<file path="src/rtl/bitslam_bus_master.sv">
// Round-robin write arbiter for the bitslam phase core's shared addr/data config bus.
// Each write is an ADDR cycle then a DATA cycle; the ADDR cycle is skipped when the core already holds the address.
module bitslam_bus_master #(
    parameter int unsigned  W          = 6,
    parameter logic [W-1:0] RESET_ADDR = 6'h3F
) (
    input  logic         clk,
    input  logic         reset,
    input  logic         req0_valid,
    output logic         req0_ready,
    input  logic [W-1:0] req0_addr,
    input  logic [W-1:0] req0_data,
    input  logic         req1_valid,
    output logic         req1_ready,
    input  logic [W-1:0] req1_addr,
    input  logic [W-1:0] req1_data,
    output logic         bus_sel,
    output logic [W-1:0] bus_val,
    output logic         busy,
    output logic         last_grant
);

    typedef enum logic [1:0] {
        ST_IDLE = 2'd0,
        ST_ADDR = 2'd1,
        ST_DATA = 2'd2
    } state_e;

    state_e       state_r, state_nxt_s;
    logic [W-1:0] hold_addr_r, hold_data_r, shadow_addr_r, bus_val_r;
    logic         shadow_ok_r, last_grant_r, bus_sel_r, busy_r;
    logic         grant_s, grant_idx_s, hit_s;
    logic [W-1:0] pick_addr_s, pick_data_s;
    logic [W-1:0] hold_addr_nxt_s, hold_data_nxt_s, shadow_addr_nxt_s, bus_val_nxt_s;
    logic         bus_sel_nxt_s, busy_nxt_s, ready0_s, ready1_s;

    // Arbitration and address-hit detection; IDLE drives sel=0, so the core latch is valid this cycle
    always_comb begin
        grant_s     = 1'b0;
        grant_idx_s = 1'b0;
        if (state_r == ST_IDLE || state_r == ST_DATA) begin
            if (req0_valid && req1_valid) begin
                grant_s     = 1'b1;
                grant_idx_s = ~last_grant_r;
            end else if (req0_valid) begin
                grant_s     = 1'b1;
                grant_idx_s = 1'b0;
            end else if (req1_valid) begin
                grant_s     = 1'b1;
                grant_idx_s = 1'b1;
            end else begin
                grant_s     = 1'b0;
                grant_idx_s = 1'b0;
            end
        end else begin
            grant_s     = 1'b0;
            grant_idx_s = 1'b0;
        end
        pick_addr_s = grant_idx_s ? req1_addr : req0_addr;
        pick_data_s = grant_idx_s ? req1_data : req0_data;
        hit_s = (shadow_ok_r || (state_r == ST_IDLE)) && (pick_addr_s == shadow_addr_r);
    end

    // Next-state logic
    always_comb begin
        state_nxt_s = ST_IDLE;
        case (state_r)
            ST_IDLE, ST_DATA: begin
                if (grant_s) begin
                    state_nxt_s = hit_s ? ST_DATA : ST_ADDR;
                end else begin
                    state_nxt_s = ST_IDLE;
                end
            end
            ST_ADDR: state_nxt_s = ST_DATA;
            default: state_nxt_s = ST_IDLE;
        endcase
    end

    // Output decode: readys plus next values of the registered bus outputs
    always_comb begin
        ready0_s          = grant_s & ~grant_idx_s;
        ready1_s          = grant_s & grant_idx_s;
        hold_addr_nxt_s   = grant_s ? pick_addr_s : hold_addr_r;
        hold_data_nxt_s   = grant_s ? pick_data_s : hold_data_r;
        shadow_addr_nxt_s = (state_r == ST_ADDR) ? hold_addr_r : shadow_addr_r;
        case (state_nxt_s)
            ST_ADDR: bus_val_nxt_s = hold_addr_nxt_s;
            ST_DATA: bus_val_nxt_s = hold_data_nxt_s;
            default: bus_val_nxt_s = shadow_addr_nxt_s;
        endcase
        bus_sel_nxt_s = (state_nxt_s == ST_DATA);
        busy_nxt_s    = (state_nxt_s != ST_IDLE);
    end

    // State register
    always_ff @(posedge clk or posedge reset) begin
        if (reset) begin
            state_r <= ST_IDLE;
        end else begin
            state_r <= state_nxt_s;
        end
    end

    // Holding, shadow and grant-history registers; every sel=0 cycle validates the shadow
    always_ff @(posedge clk or posedge reset) begin
        if (reset) begin
            hold_addr_r   <= {W{1'b0}};
            hold_data_r   <= {W{1'b0}};
            shadow_addr_r <= RESET_ADDR;
            shadow_ok_r   <= 1'b0;
            last_grant_r  <= 1'b1;
        end else begin
            hold_addr_r   <= hold_addr_nxt_s;
            hold_data_r   <= hold_data_nxt_s;
            shadow_addr_r <= shadow_addr_nxt_s;
            shadow_ok_r   <= shadow_ok_r | (state_r != ST_DATA);
            if (grant_s) begin
                last_grant_r <= grant_idx_s;
            end
        end
    end

    // Registered bus outputs
    always_ff @(posedge clk or posedge reset) begin
        if (reset) begin
            bus_sel_r <= 1'b0;
            bus_val_r <= RESET_ADDR;
            busy_r    <= 1'b0;
        end else begin
            bus_sel_r <= bus_sel_nxt_s;
            bus_val_r <= bus_val_nxt_s;
            busy_r    <= busy_nxt_s;
        end
    end

    assign req0_ready = ready0_s;
    assign req1_ready = ready1_s;
    assign bus_sel    = bus_sel_r;
    assign bus_val    = bus_val_r;
    assign busy       = busy_r;
    assign last_grant = last_grant_r;

endmodule

</file>
<file path="config.mk">
export PLATFORM = sky130hd
export DESIGN_NAME = bitslam_bus_master
export DESIGN_NICKNAME = d
export VERILOG_FILES = /design/src/rtl/bitslam_bus_master.sv
export SDC_FILE = /design/constraint.sdc
export NUM_CORES = 1
export LEC_CHECK = 0
export CAP_MARGIN = 20
export CORE_MARGIN = 2
export CORE_UTILIZATION = 55
export CTS_CLUSTER_SIZE = 16
export DETAILED_ROUTE_END_ITERATION = 10
export DONT_BUFFER_PORTS = 1
export PLACE_DENSITY = 0.78
export REMOVE_ABC_BUFFERS = 1
export SETUP_SLACK_MARGIN = 0.3
export SLEW_MARGIN = 10
export SYNTH_ARGS = -nofsm -noshare
export SYNTH_HDL_FRONTEND = slang
export SYNTH_SLANG_ARGS = --single-unit
</file>
<file path="constraint.sdc">
create_clock -name clk -period 2.7 [get_ports clk]
set_input_delay 0.27 -clock clk [delete_from_list [all_inputs] [get_ports clk]]
set_output_delay 0.27 -clock clk [all_outputs]
set_load 0.01 [all_outputs]
</file>
* Yosys cells after proc, flatten, opt, wreduce, memory -nomap -nowiden
Cells that the tools add are included.
Operators by class: div/mod/pow operators 0, bitwise logic cells 5, eq/ne operators 6, mux-type cells 16, reduce and logical (&&, ||, !) cells 7, shifts and indexed selects 0, add/sub/neg operators 0, order comparisons 0, $mul 0
Operators with widths (count):
- $mux W6 | 5
- $pmux W6 S2 | 1
- $mux W1 | 7
- $eq A6 B6 Y1 | 1
- $eq A2 B1 Y1 const B | 2
- $eq A2 B2 Y1 const B | 2
- $mux W2 | 2
- $pmux W2 S2 | 1
- $and A1 B1 Y1 | 2
- $logic_and A1 B1 Y1 | 2
- $logic_not A2 Y1 | 1
- $logic_or A1 B1 Y1 | 2
- $ne A2 B2 Y1 const B | 1
- $not A1 Y1 | 2
- $reduce_bool A2 Y1 | 1
- $reduce_or A2 Y1 | 1
- $or A1 B1 Y1 | 1
Storage, ports and cells: logic and storage cells 43, bits of input ports 28, latch bits 0, register bits after elaboration 30, ROM bits 0, output and inout port bits 11, memories 0, bits in writable memories 0

* Longest topological paths before layout
Gate-level depths: netlist of run 1.
word-level depth 12, gate-level depth with buffers 8

* Least setup slack after synthesis of run 1
Ideal clock, no wire load.
path type reg2reg, from register last_grant_r, in the netlist last_grant, to register bus_val_r[0], in the netlist bus_val[0], arrival time 1.937 ns, cell stages (with the launch flop) 8, slack 0.680 ns, required time 2.617 ns, period minus slack after synthesis 2.020 ns, cells stage by stage dfstp_2 a21boi_4 nand2_2 clkinv_1 a211o_1 and3_1 buf_6 a221o_1
Between the ends: longest elaborated chain between the ends 11
RTL lines:
- from (decl) | RTL line 31 | logic shadow_ok_r, last_grant_r, bus_sel_r, busy_r;
- from (signal assigned) | RTL line 119 | last_grant_r <= grant_idx_s;
- $not A1 Y1 (*) | RTL line 44 | grant_idx_s = ~last_grant_r;
- $mux W1 (*) | RTL line 42 | if (req0_valid && req1_valid) begin
- $mux W1 (*) | RTL line 41 | if (state_r == ST_IDLE || state_r == ST_DATA) begin
- $mux W6 | RTL line 59 | pick_addr_s = grant_idx_s ? req1_addr : req0_addr;
- $eq A6 B6 Y1 | RTL line 61 | hit_s = (shadow_ok_r || (state_r == ST_IDLE)) && (pick_addr_s == shadow_addr_r);
- $logic_and A1 B1 Y1 | RTL line 61
- $mux W2 | RTL line 70 | state_nxt_s = hit_s ? ST_DATA : ST_ADDR;
- $mux W2 | RTL line 69 | if (grant_s) begin
- $pmux W2 S2 | RTL line 67 | case (state_r)
- $eq A2 B2 Y1 / $eq A2 B1 Y1 (equally long branches) | RTL line 87 | case (state_nxt_s)
- $pmux W6 S2 (*) | RTL line 87
- net bus_val_nxt_s[0] | RTL line 34 | logic [W-1:0] hold_addr_nxt_s, hold_data_nxt_s, shadow_addr_nxt_s, bus_val_nxt_s;
- to (signal assigned) | RTL line 132 | bus_val_r <= bus_val_nxt_s;
- to (decl) | RTL line 30 | logic [W-1:0] hold_addr_r, hold_data_r, shadow_addr_r, bus_val_r;
The timed path passes the listed nets; every way through them passes the cells marked *. A chain may end at the register's enable or synchronous reset.

* Final worst setup path of run 1
Same ends and word-level chain as after synthesis.

==> results.md, run 1 <==
* Outcome: finished, final reports clean
* Worst-margin pin slew at 0.602 ns
* Cell Count, Final, Fillers Out at 210
* Ant diodes at 0
* Setup slack, reg-to-reg at 0.49 ns
* # IOs at 39
* Synth Warn # at 0
* Reg2Reg Launch Point: last_grant
* Synth top area share at 0.276
* Metal2 WL at 1.69 mm
* Clock transition at the registers of the reported paths at approximately 0.09 ns
* Synthesized area at 1540 µm²
* HPWL Detailed at 2.52 mm
* Routed via count at 1266
* Worst Setup Path Type: reg2reg
* CP max stage cell: dfstp_2
* CTS tree: built
* Worst setup SP type: flop
* Die height at about 57 µm
* Die ar. at 3240 µm²
* Synth cell types at 36
* Post-synth EDFFs at 0
* Fin Clk Skew at 0.00400 ns
* HP Class: in2reg
* Initial Utilization at 0.568
* Setup violators final at 0
* WP data required at a little under 3 ns
* Clock tree root driver cell: clkbuf_4
* Via/cell ratio at 6.03
* Reg power frac at 0.444
* Post-Route WL at between 3 and 4 mm
* Layout area overhead at 10.6%
* Max-Cap Viols at 0
* Combinational share of power at 0.393
* Rows at 19
* M1 WL at 1.49 mm
* Antenna violations before repair at 0
* CP max FO at 11
* Seq/Total Area, Yosys at 0.498
* Power share of the clock group at 0.164
* Residual DRC at 0
* Highest Signal Layer: met4
* R2R depth at 6
* Max Clk Rate at 452 MHz
* Final min period at 2.21 ns
* Slew HR at 0.598
* Critical Path AT at 2.47 ns
* Compound-Gate Fraction of Synth Area at 0.218
* CTS Buffer Depth at 2
* Routed length per instance at 16.7 µm
* Post-synthesis mux area share at 0
* RSZ-0062 raised after global routing: no
* PD cells at 1180 nW/µm²
* Post-Synth Adder-Cell Area at 0
* Ratio of cells with drive above 1 in the final layout at 0.196
* Final layout net count at 206
* Synth Flop Type: dfrtp_1
* Critical Path, Cell by Cell: a21boi_4, nand2_4, clkinvlp_4, a211o_1, and3_1, a221o_1
* Critical Path End: bus_val[0]
* Final worst-path cycle share at 0.819
* Internal at 1220 µW
* Peak supply drop at between 0.7 and 0.8 mV
* Worst R2R End: bus_val[0]
* Iteration-0 DRC Markers at 60
* Largest net degree at the start of global routing at 29
* NetSw at 788 µW
* Die width at 56.9 µm
* H-tree levels at 2
* Total CTS buffers at 5
* Vias in the first global route at 1205
* Skew-Pair Late Insertion Delay at 0.33 ns
* Largest family of logic cells by synthesized area: simple AND/OR/NAND/NOR gates
* Clock Sinks at 30
* Mapped Cells at 170
* Post-synth ARST share at 1.00
* Max Slew Vio Count at 0
* Synth area leaders: dfrtp_1 28%, dfstp_2 22%, nand2_1 12%
* Global-route wire length before repair at 5.70 mm
* Origin of the worst setup path: last_grant
* RePlAce Congestion at 0.941
* Final count of hold timing violations at 0
* ANT nets after route at 0
* Post-Synth XOR/XNOR Area at 0.0227
* Port bufs at 0
* Placed cell count at 200
* Cell taking the most area after synthesis: dfrtp_1
* Avg Cell Area, Syn at 9.06 µm²
* Setup tns final at 0 ns
* Met3 routed WL at around 260 µm
* Total gr overflow at 0
* Leakage power at 0.000815 µW
* Worst Setup End Kind: flop
* Drt pass-1 iters at 4
* Max incr delay on CP at 0.61 ns
* Simple-gate portion of the synthesized area at 0.220
* Total track usage at 0.235
* Seq cells post-synth at 30
* Switch share at 0.392
* Placeable Area at 2710 µm²
## sequential cells by signal, indices dropped and copies added, names as in the netlist
register and flops:
bus_sel 1, hold_addr_r 6, shadow_addr_r 6, shadow_ok_r 1, state_r 2, bus_val 6, last_grant 1, hold_data_r 6
busy 1
## Yosys cell counts (2+ instances only)
cell	number
xor2_1	2
clkbuf_1	4
buf_6	2
a21o_1	6
o21ai_0	5
nand3_1	4
dfrtp_1	17
a21o_2	2
xnor2_1	2
nor2_1	13
nand2b_1	2
dfstp_2	13
a22oi_1	6
nor3_1	3
nand2_1	51
inv_1	6
a21oi_1	8
a221o_1	6
## critical path, delay by kind of cell (launching register included)
kind | cells | cell delay (ns)
AOI/OAI and AO/OA | 3 | 0.87
buffers and inverters | 1 | 0.21
DFF | 1 | 0.61
and+or+nand+nor | 2 | 0.46
## layout make-up
type / instances / area (µm²)
Clock buffer: 8 / 78.8
Fill cell: 228 / 1010
Inverter: 7 / 30.0
Multi-Input combinational cell: 127 / 714
Sequential cell: 30 / 767
Tap cell: 31 / 38.8
Timing Repair Buffer: 7 / 75.1
## power by group through the flow
stage	clock (µW)	sequential (µW)	combinational, µW
floorplan	0	879	561
global placement	0	894	747
detailed placement	0	898	771
CTS	335	891	775
global route	352	913	888
finish	329	892	790
## repair_timing
item / 4_1_cts / 5_1_grt
hold buffers: 0 / 1
endpoints found under the setup margin: 0 / 6
setup buffers: 0 / 0
gates resized for setup: 0 / 2
hold endpoints to repair: 0 / 3
## routing by layer
layer,global-route usage,vias to the layer above
met5,0,-
met4,0.0797,0
met3,0.101,7
met2,0.366,36
met1,0.294,618
li1,-,605
## logic make-up (layout without fill, tap and decap cells)
kind of cell / after synthesis / after routing
DFF: 30 / 30
buffers and inverters: 13 / 22
AOI/OAI and AO/OA: 43 / 43
and+or+nand+nor: 80 / 80
xor gates and xnor gates: 4 / 4
## stage by stage
stage	area, µm²	util	worst slack (ns)	power [µW]	hold WS, ns
final	1700	0.629	0.488	2010	0.174
after global routing	1700	0.629	0.391	2150	0.182
after CTS	1660	0.612	0.349	2000	0.0950
after detailed placement	1580	0.583	0.370	1670	0.455
after global placement	1580	0.583	0.448	1640	0.453
after floorplan	1500	-	0.613	1440	0.351
## worst min-delay path by stage
stage	startpoint	end	slack (ns)	cells past startpoint
4_1_cts	reset	hold_addr_r[2]	0.1	1
5_1_grt	req1_addr[0]	hold_addr_r[0]	0.18	2
6_report	req1_addr[3]	hold_addr_r[3]	0.17	4
3_5_place_dp	reset	hold_data_r[3]	0.46	1
2_1_floorplan	reset	bus_sel	0.35	1
3_3_place_gp	reset	hold_addr_r[3]	0.45	1
## cell usage in the layout, fill, tap and decap left out, types with 2 or more instances in the layout
| cell type | synthesis | final |
|---|---|---|
| nand2_1 | 51 | 51 |
| dfrtp_1 | 17 | 17 |
| nor2_1 | 13 | 13 |
| dfstp_2 | 13 | 13 |
| a21oi_1 | 8 | 8 |
| inv_1 | 6 | 6 |
| a22oi_1 | 6 | 6 |
| a21o_1 | 6 | 6 |
| a221o_1 | 6 | 6 |
| o21ai_0 | 5 | 5 |
| clkbuf_4 | 0 | 5 |
| buf_4 | 0 | 5 |
| nand3_1 | 4 | 4 |
| nor3_1 | 3 | 3 |
| clkbuf_8 | 0 | 3 |
| xnor2_1 | 2 | 2 |
| nand2b_1 | 2 | 2 |
| xor2_1 | 2 | 2 |
| a21o_2 | 2 | 2 |
No activity file was read; power rests on OpenSTA's default activity.
==> run 2, diff against run 1 <==
--- a/config.mk
+++ b/config.mk
@@ -11,7 +11,7 @@
 export CTS_CLUSTER_SIZE = 16
 export DETAILED_ROUTE_END_ITERATION = 10
 export DONT_BUFFER_PORTS = 1
-export PLACE_DENSITY = 0.78
+export PLACE_DENSITY = 0.81
 export REMOVE_ABC_BUFFERS = 1
 export SETUP_SLACK_MARGIN = 0.3
 export SLEW_MARGIN = 10
==> constraint.sdc (replaced) <==
create_clock -name clk -period 1.85 [get_ports clk]
set_input_delay 0.185 -clock clk [delete_from_list [all_inputs] [get_ports clk]]
set_output_delay 0.185 -clock clk [all_outputs]
set_load 0.01 [all_outputs]
==> run 2 against run 1 <==
The run now ends with setup timing left; critical path depth increased by 1; first-iteration DRC count decreased by 30%; critical endpoint is now bus_val[5]; final cell count increased by 6.7%; largest power group is now combinational logic; worst hold slack got worse by 0.088 ns; utilization increased by 6.9 points; clock skew increased by 0.0086 ns; sequential share of layout area decreased by 4.5 points; clock power increased by 63%; fmax increased by 16%; clock-buffer cell count decreased by 2; combinational power increased by 86%; critical path type unchanged.
==> results.md, run 2 (same netlist as run 1, synthesis figures left out) <==
* Setup WS pre-CTS at -0.153 ns (-0.523 ns)
* Post-Route WL at 4.00 mm (+14%)
* Final worst-path cycle share at 1.03 (+0.207)
* Initial Utilization at 0.568 (unchanged)
* Die ar. at 3240 µm² (unchanged)
* Clock transition at the registers of the reported paths at 0.10 ns (about the same)
* Design area at 1890 µm² (+11%)
* CTS Buffer Depth at 2 (unchanged)
* ANT nets after route at 0 (unchanged)
* Ratio of cells with drive above 1 in the final layout at 0.316 (+0.121)
* Clock tree root driver cell: clkbuf_4
* Placed inst area at 1680 µm² (+6.2%)
* Vias in the first global route at 1382 (+15%)
* Final count of hold timing violations at 0 (unchanged)
* CTS tree: built
* Max Clk Rate at 527 MHz (+16%)
* HP Class: in2reg
* Placed cell count at 213 (+6.5%)
* HPWL Detailed at 2.71 mm (+7.5%)
* Failing checks: setup timing
* Multi-input gate area at 800 µm² (+12%)
* Clock Sinks at 30 (unchanged)
* Port bufs at 0 (unchanged)
* RSZ-0062 raised after global routing: yes
* Placeable Area at 2710 µm² (unchanged)
* Worst setup SP type: flop
* Total CTS buffers at 5 (unchanged)
* Global-route wire length before repair at 6.28 mm (+10%)
* Layout area overhead at 22.8%
* FF/Latch Area at 767 µm² (unchanged)
* Total track usage at 0.259 (+0.0245)
* Cell Count, Final, Fillers Out at 224 (+6.7%)
* Residual DRC at 0 (unchanged)
* Peak supply drop at 1.17 mV (+57%)
* Routed via count at 1324 (+4.6%)
* Worst R2R End: bus_val[5]
* Commonest cells after routing, fill and taps aside: 51 x nand2_1, 18 x buf_4, 17 x dfrtp_1
* Max Slew Vio Count at 0 (unchanged)
* Worst Setup End Kind: flop
* Final min period at 1.90 ns (-0.313 ns)
* Drt pass-1 iters at 4 (unchanged)
* Hold path start: req1_addr[3]
* Skew-Pair Late Insertion Delay at 0.34 ns (about the same)
* Leakage power at 0.000910 µW (+12%)
* Total gr overflow at 0 (unchanged)
* Core Util, Final at 0.698 (+0.0693)
* PD cells at 1750 nW/µm² (+48%)
* Ant diodes at 0 (unchanged)
* Setup ws final at -0.0489 ns (-0.537 ns)
* Outcome: complete, but fails checks
* RePlAce Congestion at 0.909 (-3.3%)
* Rows at 19 (unchanged)
* CP max FO at 7 (-4)
* Via/cell ratio at 5.91 (-2.0%)
* Worst-margin pin slew at 0.455 ns (-0.147 ns)
* Layout fillers at 191 (-16%)
* Die height at 56.9 µm (unchanged)
* Slew HR at 0.693 (+0.0953)
* Total power draw at 3310 µW (+64%)
* R2R depth at 7 (+1)
* Final layout net count at 221 (+7.3%)
* Critical Path AT at 2.17 ns (-0.30 ns)
* Fin Clk Skew at 0.0126 ns (+0.00864 ns)
* Hold EP: hold_addr_r[3]
* Largest net degree at the start of global routing at 31 (+6.9%)
* # IOs at 39 (unchanged)
* Antenna violations before repair at 0 (unchanged)
* Worst Setup Path Type: reg2reg
* Max-Cap Viols at 0 (unchanged)
* Die width at 56.9 µm (unchanged)
* H-tree levels at 2 (unchanged)
* Hold path depth at 4 (unchanged)
* WP data required at 2.12 ns (-0.84 ns)
* Routed length per instance at 17.9 µm (+7.3%)
* Commonest non-fill, non-tap cell in the layout: nand2_1
* Reg2Reg Launch Point: last_grant
* Iteration-0 DRC Markers at 42 (-30%)
* Setup slack, reg-to-reg at -0.05 ns (-0.54 ns)
* Setup violators final at 6 (+6)
-- run 2: per-layer routing --
metal	wire length, µm	track usage	vias up
li1	-	-	636
met1	1490	0.314	618
met5	0	0	-
met3	313	0.0668	12
met2	2120	0.432	58
met4	76	0.120	0
-- run 2: area by class of cell --
cell class                 count  area share
clock buffer                   6      0.0271
clock inverter                 1      0.0159
inverter                       7      0.0139
multi-input combinational    127       0.423
sequential                    30       0.405
tap                           31      0.0205
timing repair buffer          22      0.0946
-- run 2: how the worst max path moves through the flow --
stage | startpoint | endpoint | slack, ns | cells past startpoint
2_1_floorplan | last_grant | bus_val[0] | -0.24 | 6
3_3_place_gp | last_grant | bus_val[0] | -0.10 | 6
3_5_place_dp | last_grant | bus_val[1] | -0.15 | 6
4_1_cts | last_grant | bus_val[2] | -0.05 | 7
5_1_grt | shadow_addr_r[3] | bus_val[2] | -0.10 | 6
6_report | last_grant | bus_val[5] | -0.05 | 7
-- run 2: critical path, cell delays in order, from the launching register on --
cell and delay (ns):
dfstp_2 0.40, a21boi_4 0.19, nand2_4 0.09, buf_6 0.13
a311oi_2 0.23, and4b_2 0.30, a31oi_4 0.14, a221o_1 0.36
-- run 2: where the power goes --
group	internal [µW]	switching [µW]
Combinational	657	808
Clock	314	223
Sequential	1060	242
Total	2030	1270
-- run 2: through the flow --
stage	setup TNS, ns	hold WS [ns]
finish	-0.240	0.0858
floorplan	-1.57	0.266
global placement	-0.614	0.165
detailed placement	-0.962	0.167
global route	-0.536	0.103
CTS	-0.150	0.0816
-- run 2: repair_timing --
item / CTS / global route
setup endpoints to repair: 11 / 19
buffers inserted: 1 / 2
gates resized for setup: 12 / 10
endpoints found under the hold margin: 17 / 0
hold buffers: 1 / 0
gates cloned: 0 / 0
pin swaps: 12 / 15
==> run 3, diff against run 2 <==
==> constraint.sdc (replaced) <==
create_clock -name clk -period 1.6 [get_ports clk]
set_input_delay 0.16 -clock clk [delete_from_list [all_inputs] [get_ports clk]]
set_output_delay 0.16 -clock clk [all_outputs]
set_load 0.01 [all_outputs]
==> run 3 against run 2 <==
Critical path depth decreased by 1; sequential cell count unchanged; design area increased by 5.4%; final cell count increased by 3.6%; sequential share of layout area decreased by 2.1 points; register-to-register slack got worse by 0.31 ns; fmax decreased by 3.0%; routed wire length increased by 16%; the flow still finishes with violations (setup timing); utilization increased by 3.7 points.
==> results.md, run 3 (same netlist as run 1, synthesis figures left out) <==
* Multi-input gate area at 822 µm² (+2.8%)
* Rows at 19 (unchanged)
* RePlAce Congestion at 0.904 (-0.56%)
* Ant diodes at 0 (unchanged)
* Layout fillers at 173 (-9.4%)
* Core Util, Final at 0.735 (+0.0374)
* Ratio of cells with drive above 1 in the final layout at 0.378 (+0.0620)
* Worst setup SP type: flop
* Commonest cells after routing, fill and taps aside: 44 x nand2_1, 17 x dfrtp_1, 16 x buf_4
* Antenna violations before repair at 0 (unchanged)
* Routed length per instance at 20.0 µm (+12%)
* Final layout net count at 228 (+3.2%)
* Failing checks: setup timing
* Post-Route WL at 4.63 mm (+16%)
* Routed via count at 1494 (+13%)
* Layout area overhead at 29.4%
* CP max FO at 7 (unchanged)
* PD cells at 2020 nW/µm² (+15%)
* Setup ws final at -0.357 ns (-0.308 ns)
* Critical Path AT at 2.22 ns (+0.05 ns)
* Port bufs at 0 (unchanged)
* Die height at 56.9 µm (unchanged)
* Setup tns final at -2.80 ns (-2.56 ns)
* Skew-Pair Late Insertion Delay at 0.35 ns (about the same)
* Peak supply drop at 1.25 mV (+6.4%)
* Global-route wire length before repair at 6.31 mm (+0.43%)
* Leakage power at 0.000940 µW (+3.3%)
* Worst-margin pin slew at 0.370 ns (-0.0854 ns)
* Total CTS buffers at 5 (unchanged)
* Setup violators final at 12 (+6)
* Iteration-0 DRC Markers at 73 (+74%)
* Max Clk Rate at 511 MHz (-3.0%)
* Initial Utilization at 0.568 (unchanged)
* Final worst-path cycle share at 1.22 (+0.196)
* Max Slew Vio Count at 0 (unchanged)
* Slew HR at 0.754 (+0.0602)
* Fin Clk Skew at 0.0126 ns (-0.0000458 ns)
* Max-Cap Viols at 0 (unchanged)
* Commonest non-fill, non-tap cell in the layout: nand2_1
* ANT nets after route at 0 (unchanged)
* Worst Setup End Kind: flop
* Total track usage at 0.269 (+0.00956)
* FF/Latch Area at 767 µm² (unchanged)
* # IOs at 39 (unchanged)
* RSZ-0062 raised after global routing: yes
* Via/cell ratio at 6.44 (+8.9%)
* CTS tree: built
* Placeable Area at 2710 µm² (unchanged)
* H-tree levels at 2 (unchanged)
* Drt pass-1 iters at 4 (unchanged)
* Final count of hold timing violations at 0 (unchanged)
* Die width at 56.9 µm (unchanged)
* Residual DRC at 0 (unchanged)
* Outcome: complete, but fails checks
* Clock transition at the registers of the reported paths at 0.10 ns (about the same)
* Largest net degree at the start of global routing at 31 (unchanged)
* Total gr overflow at 0 (unchanged)
* Vias in the first global route at 1419 (+2.7%)
* Clock tree root driver cell: clkbuf_4
* WP data required at 1.87 ns (-0.25 ns)
* Clock Sinks at 30 (unchanged)
* Final min period at 1.96 ns (+0.0578 ns)
* Worst Setup Path Type: reg2reg
* HP Class: in2reg
* CTS Buffer Depth at 2 (unchanged)
* HPWL Detailed at 2.75 mm (+1.5%)
* Die ar. at 3240 µm² (unchanged)
-- run 3: cell count changes in the layout (fill, tap and decap cells not counted), sizes merged --
cell / before / now
bufinv: 1 / 0
clkbuf: 6 / 8
buf: 21 / 28
-- run 3: where the power goes --
part	internal, µW	switching (µW)
clock network	175	266
logic	969	1090
registers	1230	292
total	2370	1650
-- run 3: critical path, cell delays in order, from the launching register on --
cell      delay, ns
dfstp_2        0.59
a21bo_4        0.16
nor4b_2        0.05
a311oi_2       0.25
and4b_2        0.31
a31oi_4        0.14
a221o_1        0.36
-- run 3: routing by layer --
layer / track usage / vias up / part of all wire
li1: - / 652 / -
met1: 0.295 / 753 / 0.40
met2: 0.455 / 74 / 0.49
met3: 0.0714 / 15 / 0.080
met4: 0.176 / 0 / 0.031
met5: 0 / - / 0
-- run 3: path summary, 6_finish.rpt --
check | start | endpoint | slack [ns] | cells past startpoint
setup / recovery | last_grant | bus_val[5] | -0.36 | 6
hold / removal | req1_addr[2] | hold_addr_r[2] | 0.04 | 4
setup reg to reg | last_grant | bus_val[5] | -0.36 | 6
hold reg to reg | hold_data_r[4] | hold_data_r[4] | 0.49 | 1
max in group asynchronous | reset | shadow_addr_r[3] | 0.95 | 3
min in group asynchronous | reset | busy | 0.32 | 3
-- run 3: cell type report --
type	count	area share
clock buffers	8	0.0245
repair buffers	29	0.142
inverters	7	0.0169
multi-input cells	127	0.412
flip-flops and latches	30	0.385
well taps	31	0.0195
-- run 3: stage by stage --
step	setup slack [ns]	area [µm²]	power, µW	hold slack, ns	instances
floorplan	-0.487	1500	2430	0.241	164
global placement	-0.335	1700	2990	0.141	215
detailed placement	-0.367	1700	3060	0.147	215
CTS	-0.326	1820	3610	0.0466	226
global route	-0.404	1990	4200	0.0679	232
finish	-0.357	1990	4020	0.0402	232
-- run 3: timing repair --
item / 4_1_cts / 5_1_grt
pin swaps: 12 / 11
endpoints found under the hold margin: 17 / 0
endpoints found under the setup margin: 19 / 27
setup buffers: 2 / 6
hold buffers: 1 / 0
resized for setup: 12 / 35
